--- config.mk ---
export PLATFORM = sky130hd
export DESIGN_NAME = vga_pwm_decode
export DESIGN_NICKNAME = d
export VERILOG_FILES = /design/src/rtl/vga_pwm_pkg.sv /design/src/rtl/vga_pwm_chan_dec.sv /design/src/rtl/vga_pwm_decode.sv
export SDC_FILE = /design/constraint.sdc
export NUM_CORES = 1
export LEC_CHECK = 0
export CAP_MARGIN = 20
export CORE_UTILIZATION = 50
export CTS_CLUSTER_DIAMETER = 150
export DETAILED_ROUTE_END_ITERATION = 12
export GPL_TIMING_DRIVEN = 0
export PLACE_DENSITY = 0.78
export SKIP_CTS_REPAIR_TIMING = 1
export SLEW_MARGIN = 20
export SYNTH_ARGS = -nofsm -noshare
export SYNTH_HDL_FRONTEND = slang
export SYNTH_SLANG_ARGS = --single-unit
--- constraint.sdc ---
create_clock -name clk -period 6.2 [get_ports clk]
set_input_delay 1.55 -clock clk [delete_from_list [all_inputs] [get_ports clk]]
set_output_delay 1.55 -clock clk [all_outputs]
set_load 0.01 [all_outputs]
--- src/rtl/vga_pwm_pkg.sv ---
// vga_pwm_pkg
//   Shared widths, constants and pixel structs for the VGA PWM dither decoder.
//   - PHASE_W / CH_W / OUT_W : phase tag, dithered channel and recovered channel widths
//   - PHASE_SYNC             : phase value held while sync is asserted (first tag of a line)
//   - CH_MAX                 : full-scale dithered sample
//   - rgb18_t / rgb24_t      : {R,G,B} views of the 18-bit input and 24-bit output
//   - dither_level()         : sample value the encoder emits for a given base/frac/tag
package vga_pwm_pkg;

    localparam int PHASE_W = 2;
    localparam int CH_W    = 6;
    localparam int OUT_W   = 8;

    localparam logic [PHASE_W-1:0] PHASE_SYNC = 2'd3;
    localparam logic [CH_W-1:0]    CH_MAX     = 6'd63;

    // Result for an all-full-scale window: filled to white or left at the raw sum.
    localparam logic [OUT_W-1:0] SAT_FULL  = 8'hFF;
    localparam logic [OUT_W-1:0] SAT_TRUNC = 8'hFC;

    typedef struct packed {
        logic [CH_W-1:0] r;
        logic [CH_W-1:0] g;
        logic [CH_W-1:0] b;
    } rgb18_t;

    typedef struct packed {
        logic [OUT_W-1:0] r;
        logic [OUT_W-1:0] g;
        logic [OUT_W-1:0] b;
    } rgb24_t;

    // The encoder adds one LSB on the first 'frac' phases of each window.
    // base+1 cannot overflow here: base is 63 only when the sum is 252,
    // which forces frac=0.
    function automatic logic [CH_W-1:0] dither_level(
        input logic [CH_W-1:0]    base,
        input logic [1:0]         frac,
        input logic [PHASE_W-1:0] tag
    );
        return base + CH_W'(tag < frac);
    endfunction

endpackage

--- src/rtl/vga_pwm_chan_dec.sv ---
// vga_pwm_chan_dec
//   One colour channel of the dither decoder. Keeps the last four active samples with
//   their phase tags, sums them into the 8-bit recovered value, applies the
//   saturation rule and checks every sample against the dither pattern implied by
//   the sum. Outputs are combinational from the stored window; the top level decides
//   when a window is complete and registers the result.
//   Ports:
//     clk, reset_n  clock / async active-low reset
//     sample_en     shift sample+tag into the window (active sample this cycle)
//     sample        6-bit dithered sample
//     tag           phase tag of this sample
//     value         recovered 8-bit channel value of the stored window
//     pat_bad       stored window does not match the dither pattern
module vga_pwm_chan_dec
    import vga_pwm_pkg::*;
#(
    parameter bit SAT_FILL = 1'b1
) (
    input  logic               clk,
    input  logic               reset_n,
    input  logic               sample_en,
    input  logic [CH_W-1:0]    sample,
    input  logic [PHASE_W-1:0] tag,
    output logic [OUT_W-1:0]   value,
    output logic               pat_bad
);

    logic [3:0][CH_W-1:0]    smp_q;
    logic [3:0][PHASE_W-1:0] tag_q;

    logic [OUT_W-1:0] sum;
    logic [CH_W-1:0]  base;
    logic [1:0]       frac;
    logic             all_max;
    logic             mismatch;

    always_ff @(posedge clk or negedge reset_n) begin
        if (!reset_n) begin
            smp_q <= '0;
            tag_q <= '0;
        end else if (sample_en) begin
            smp_q <= {smp_q[2:0], sample};
            tag_q <= {tag_q[2:0], tag};
        end
    end

    always_comb begin
        sum     = '0;
        all_max = 1'b1;
        for (int i = 0; i < 4; i++) begin
            sum = sum + OUT_W'(smp_q[i]);
            if (smp_q[i] != CH_MAX) begin
                all_max = 1'b0;
            end
        end

        base = sum[OUT_W-1:2];
        frac = sum[1:0];

        mismatch = 1'b0;
        for (int i = 0; i < 4; i++) begin
            if (smp_q[i] != dither_level(base, frac, tag_q[i])) begin
                mismatch = 1'b1;
            end
        end

        // A clipped window cannot reproduce the pattern, so it is never flagged.
        if (all_max) begin
            value = SAT_FILL ? SAT_FULL : SAT_TRUNC;
        end else begin
            value = sum;
        end
        pat_bad = mismatch && !all_max;
    end

endmodule

--- src/rtl/vga_pwm_decode.sv ---
// vga_pwm_decode
//   Receive side of the VGA PWM dither link. Rebuilds 24-bit RGB from the 18-bit
//   dithered stream by summing runs of four active samples per channel, and flags
//   windows whose samples do not follow the encoder's per-phase dither pattern.
//   Ports:
//     clk         pixel clock, one sample per cycle
//     reset_n     asynchronous active-low reset
//     csync_en    1: phase follows csync, 0: phase follows hsync
//     hsync       horizontal sync, active high
//     csync       composite sync, active high
//     din         {R[5:0],G[5:0],B[5:0]} dithered samples
//     err_clr     clears err_sticky
//     dout        {R[7:0],G[7:0],B[7:0]} recovered pixel, held between windows
//     dout_valid  one-cycle pulse when dout carries a new window result
//     pat_err     one-cycle pulse with dout_valid when the window failed the pattern check
//     err_sticky  set by any pattern error, held until err_clr
module vga_pwm_decode
    import vga_pwm_pkg::*;
#(
    parameter int SYNC_DLY = 1,
    parameter bit SAT_FILL = 1'b1
) (
    input  logic        clk,
    input  logic        reset_n,
    input  logic        csync_en,
    input  logic        hsync,
    input  logic        csync,
    input  logic [17:0] din,
    input  logic        err_clr,
    output logic [23:0] dout,
    output logic        dout_valid,
    output logic        pat_err,
    output logic        err_sticky
);

    logic               sync_sel;
    logic               sd;
    logic [PHASE_W-1:0] phase;
    logic [1:0]         win_cnt;
    logic               win_full;
    logic               sample_en;
    rgb18_t             din_s;
    rgb24_t             win_value;
    logic               bad_r;
    logic               bad_g;
    logic               bad_b;
    logic               win_err;

    // The selector is not registered on its own: a csync_en change rides the same
    // delay line as the sync it selects.
    assign sync_sel = csync_en ? csync : hsync;

    // Delay line resets to "in sync" so nothing is sampled until a real line starts.
    if (SYNC_DLY == 0) begin : g_sync_nodly
        assign sd = sync_sel;
    end else if (SYNC_DLY == 1) begin : g_sync_dly1
        logic sync_q;
        always_ff @(posedge clk or negedge reset_n) begin
            if (!reset_n) begin
                sync_q <= 1'b1;
            end else begin
                sync_q <= sync_sel;
            end
        end
        assign sd = sync_q;
    end else begin : g_sync_dlyn
        logic [SYNC_DLY-1:0] sync_q;
        always_ff @(posedge clk or negedge reset_n) begin
            if (!reset_n) begin
                sync_q <= '1;
            end else begin
                sync_q <= {sync_q[SYNC_DLY-2:0], sync_sel};
            end
        end
        assign sd = sync_q[SYNC_DLY-1];
    end

    assign sample_en = !sd;
    assign din_s     = rgb18_t'(din);

    // Phase tags each active sample; sync parks it at 3 so every line starts
    // with the tag sequence 3,0,1,2. win_full marks that the channel windows
    // hold four samples of one window and are decoded in the next cycle.
    always_ff @(posedge clk or negedge reset_n) begin
        if (!reset_n) begin
            phase    <= PHASE_SYNC;
            win_cnt  <= '0;
            win_full <= 1'b0;
        end else if (sd) begin
            phase    <= PHASE_SYNC;
            win_cnt  <= '0;
            win_full <= 1'b0;
        end else begin
            phase    <= phase + 2'd1;
            win_cnt  <= win_cnt + 2'd1;
            win_full <= (win_cnt == 2'd3);
        end
    end

    vga_pwm_chan_dec #(.SAT_FILL(SAT_FILL)) u_dec_r (
        .clk       (clk),
        .reset_n   (reset_n),
        .sample_en (sample_en),
        .sample    (din_s.r),
        .tag       (phase),
        .value     (win_value.r),
        .pat_bad   (bad_r)
    );

    vga_pwm_chan_dec #(.SAT_FILL(SAT_FILL)) u_dec_g (
        .clk       (clk),
        .reset_n   (reset_n),
        .sample_en (sample_en),
        .sample    (din_s.g),
        .tag       (phase),
        .value     (win_value.g),
        .pat_bad   (bad_g)
    );

    vga_pwm_chan_dec #(.SAT_FILL(SAT_FILL)) u_dec_b (
        .clk       (clk),
        .reset_n   (reset_n),
        .sample_en (sample_en),
        .sample    (din_s.b),
        .tag       (phase),
        .value     (win_value.b),
        .pat_bad   (bad_b)
    );

    assign win_err = bad_r || bad_g || bad_b;

    // err_sticky is set both while the error is being registered and during the
    // pat_err pulse, so a clear that overlaps either cycle still loses to the set.
    always_ff @(posedge clk or negedge reset_n) begin
        if (!reset_n) begin
            dout       <= '0;
            dout_valid <= 1'b0;
            pat_err    <= 1'b0;
            err_sticky <= 1'b0;
        end else begin
            dout_valid <= win_full;
            pat_err    <= win_full && win_err;
            if (win_full) begin
                dout <= win_value;
            end
            err_sticky <= (win_full && win_err) || pat_err || (err_sticky && !err_clr);
        end
    end

endmodule

==> metrics <==
status finished, final reports clean; Num Clock Sinks 113; commonest non-fill, non-tap cell in the layout dfrtp_1; Synth area leaders dfrtp_1, ha_1, mux2_2; hold-critical path depth 1; CTS Buf Count 17; first-pass GRT wire length 40300 um; Hold Violations, Final 0; io pins 51; slew at the pin closest to its max-slew limit 0.812 ns; hpwl dp 19000 um; multi-input logic area 6130 um^2; Global Route Usage Sum 0.262; Critical Path Max Stage Delay 0.67 ns; area share of the largest cell type after synthesis 0.290; reg2reg path depth 17; Worst Path Max Fanout 6; Starting Density 0.509; Final setup viols 0; register area share after synthesis 0.298; cell family with most CP delay adder cells; std cell rows 50; Clock transition at path regs 0.05 ns; highest clock rate 166 MHz; P&R area growth vs syn 15.0%; pin count of the biggest net entering global routing 78; Slew Limit Fails 0; Setup Crit Path Kind register to register; CP Depth 17; DRC Markers 0; layout cell share with drive strength beyond 1 0.118; synthesized flop and latch total 113; IO Port Bufs 50; arrival time worst endpoint 6.28 ns; Critical path buffers and inverters 2; M1 wire length 10900 um; Worst EP required 6.46 ns; asr flop ratio synth 1.00; Syn Area/Cell 9.27 um^2; Sequential Area 2830 um^2; DRT Wirelength 24400 um; fin crit share 0.971; Ys Warns 0; Post-Synthesis Net Count 1145; initial antenna violation count 0; Vias per Instance 6.01; CTS tree yes; worst skew pair latency 0.42 ns; final net count 1215; Top FF cell, synth dfrtp_1; per-cell routed wire length 18.2 um; clock skew 0.00674 ns; Root Driver clkbuf_16; Die H 140 um; grt ovf 0; # H-tree levels 4; diode count 0; DR WL met3 1280 um; Post-Synthesis Cells 1024; worst hold slack 0.431 ns; drt first pass iters 5; CP startpoint kind register; clk buf depth 2; worst min path class register to register; ANT nets after route 0; Die W 140 um; DRT iter0 DRCs 546; EDFF count, synth 0; die area 19500 um^2; Tmin final 6.02 ns; mapped cell area 9500 um^2; worst-path cell chain ha_1, fa_1, inv_1, fa_1, inv_1, ha_1, fa_1, ha_1, ha_2, xnor2_1, a211o_1, nor3_1, o221ai_2, or4_1, or4_1, nor4_4, o2111ai_1; number of distinct library cells after synthesis 81; Slowest cell on crit path fa_1; commonest non-fill, non-tap cells in the layout dfrtp_1, inv_1, nor2_1; Critical Path Sink Type register; vias in the first global route 7866; RSZ-0062 raised after global routing false; max layer used met4; maxcap violations 0; largest area contributor in the netlist dfrtp_1; Core Region 18600 um^2; Fillers 1649; slew margin rel. 0.454; Vias 8061; met2 wire len 11500 um; RePlAce Congestion 0.938
sequential cells by signal, indices dropped and copies added, names as in the netlist:
register            cells
dout                   24
u_dec_b.smp_q          24
u_dec_g.smp_q          24
u_dec_r.smp_q          24
u_dec_g.tag_q           6
phase                   2
u_dec_b.tag_q           2
win_cnt                 2
dout_valid              1
err_sticky              1
g_sync_dly1.sync_q      1
pat_err                 1
win_full                1
cells in the mapped netlist (4+ instances only):
| library cell | n |
|---|---|
| inv_1 | 98 |
| dfrtp_1 | 110 |
| nor3b_1 | 7 |
| o311ai_0 | 4 |
| a21oi_1 | 37 |
| clkbuf_1 | 40 |
| nor2_1 | 76 |
| o21ai_0 | 38 |
| nor3_1 | 12 |
| a211oi_1 | 11 |
| and2_1 | 5 |
| nand4b_1 | 6 |
| o22a_1 | 9 |
| or2_2 | 10 |
| and3_1 | 9 |
| nand4_1 | 30 |
| o22ai_1 | 4 |
| a221oi_1 | 4 |
| o211ai_1 | 10 |
| a31oi_1 | 11 |
| ha_1 | 73 |
| o31ai_1 | 4 |
| nand2_1 | 58 |
| or3_1 | 7 |
| nand3_1 | 11 |
| xor2_1 | 25 |
| nor2b_1 | 9 |
| o21a_1 | 16 |
| a2111oi_0 | 4 |
| or4_1 | 7 |
| nor4b_1 | 6 |
| mux2_2 | 63 |
| mux2i_1 | 17 |
| o21bai_1 | 6 |
| nor4_1 | 13 |
| nand2b_1 | 19 |
| fa_1 | 24 |
| a21o_1 | 12 |
| xnor2_1 | 49 |
metrics by stage:
step           setup WS, ns  instance area (um^2)  instances  utilization  setup TNS, ns
3_3_place_gp         -0.873                 10300       1308        0.552         -94.53
3_5_place_dp          0.140                 10300       1309        0.553              0
4_1_cts               0.112                 10900       1341        0.584              0
5_1_grt              0.0286                 10900       1341        0.586              0
2_1_floorplan         0.914                  9500       1024            -              0
6_report              0.180                 10900       1341        0.586              0
final cells by class:
type,count,area share
clock buffers,18,0.0402
inverters,98,0.0337
multi-input cells,768,0.562
well taps,234,0.0268
flip-flops and latches,113,0.259
clock inverters,14,0.0128
repair buffers,51,0.0485
plain buffers,45,0.0170
routing by layer:
layer / track usage / vias to the layer above
met2: 0.429 / 258
met4: 0.117 / 0
met1: 0.347 / 3931
li1: - / 3822
met3: 0.0317 / 50
met5: 0 / -
cells by family (layout without fill, tap and decap cells):
logic type               count (synthesis)  after routing  share of synthesized area
multiplexers                            81             81                     0.0938
flip-flops                             113            113                      0.298
AND/OR/NAND/NOR                        301            301                      0.171
XOR/XNOR                                76             76                     0.0730
buffers and inverters                  143            226                     0.0582
adder cells (fa/ha/maj)                 97             97                      0.147
AO/OA/AOI/OAI                          213            213                      0.159
worst paths after layout:
check                                      start                end  slack [ns]
max in group asynchronous                reset_n           phase[0]        4.42
min in group asynchronous                reset_n  u_dec_g.smp_q[10]        1.03
worst min-delay path                  win_cnt[0]         win_cnt[0]        0.43
worst max register to register  u_dec_b.smp_q[0]         err_sticky        0.18
worst min register to register        win_cnt[0]         win_cnt[0]        0.43
worst max-delay path            u_dec_b.smp_q[0]         err_sticky        0.18
Power is not shown: default switching activity piles up to over one toggle a cycle in this logic, so the estimate is an artifact.
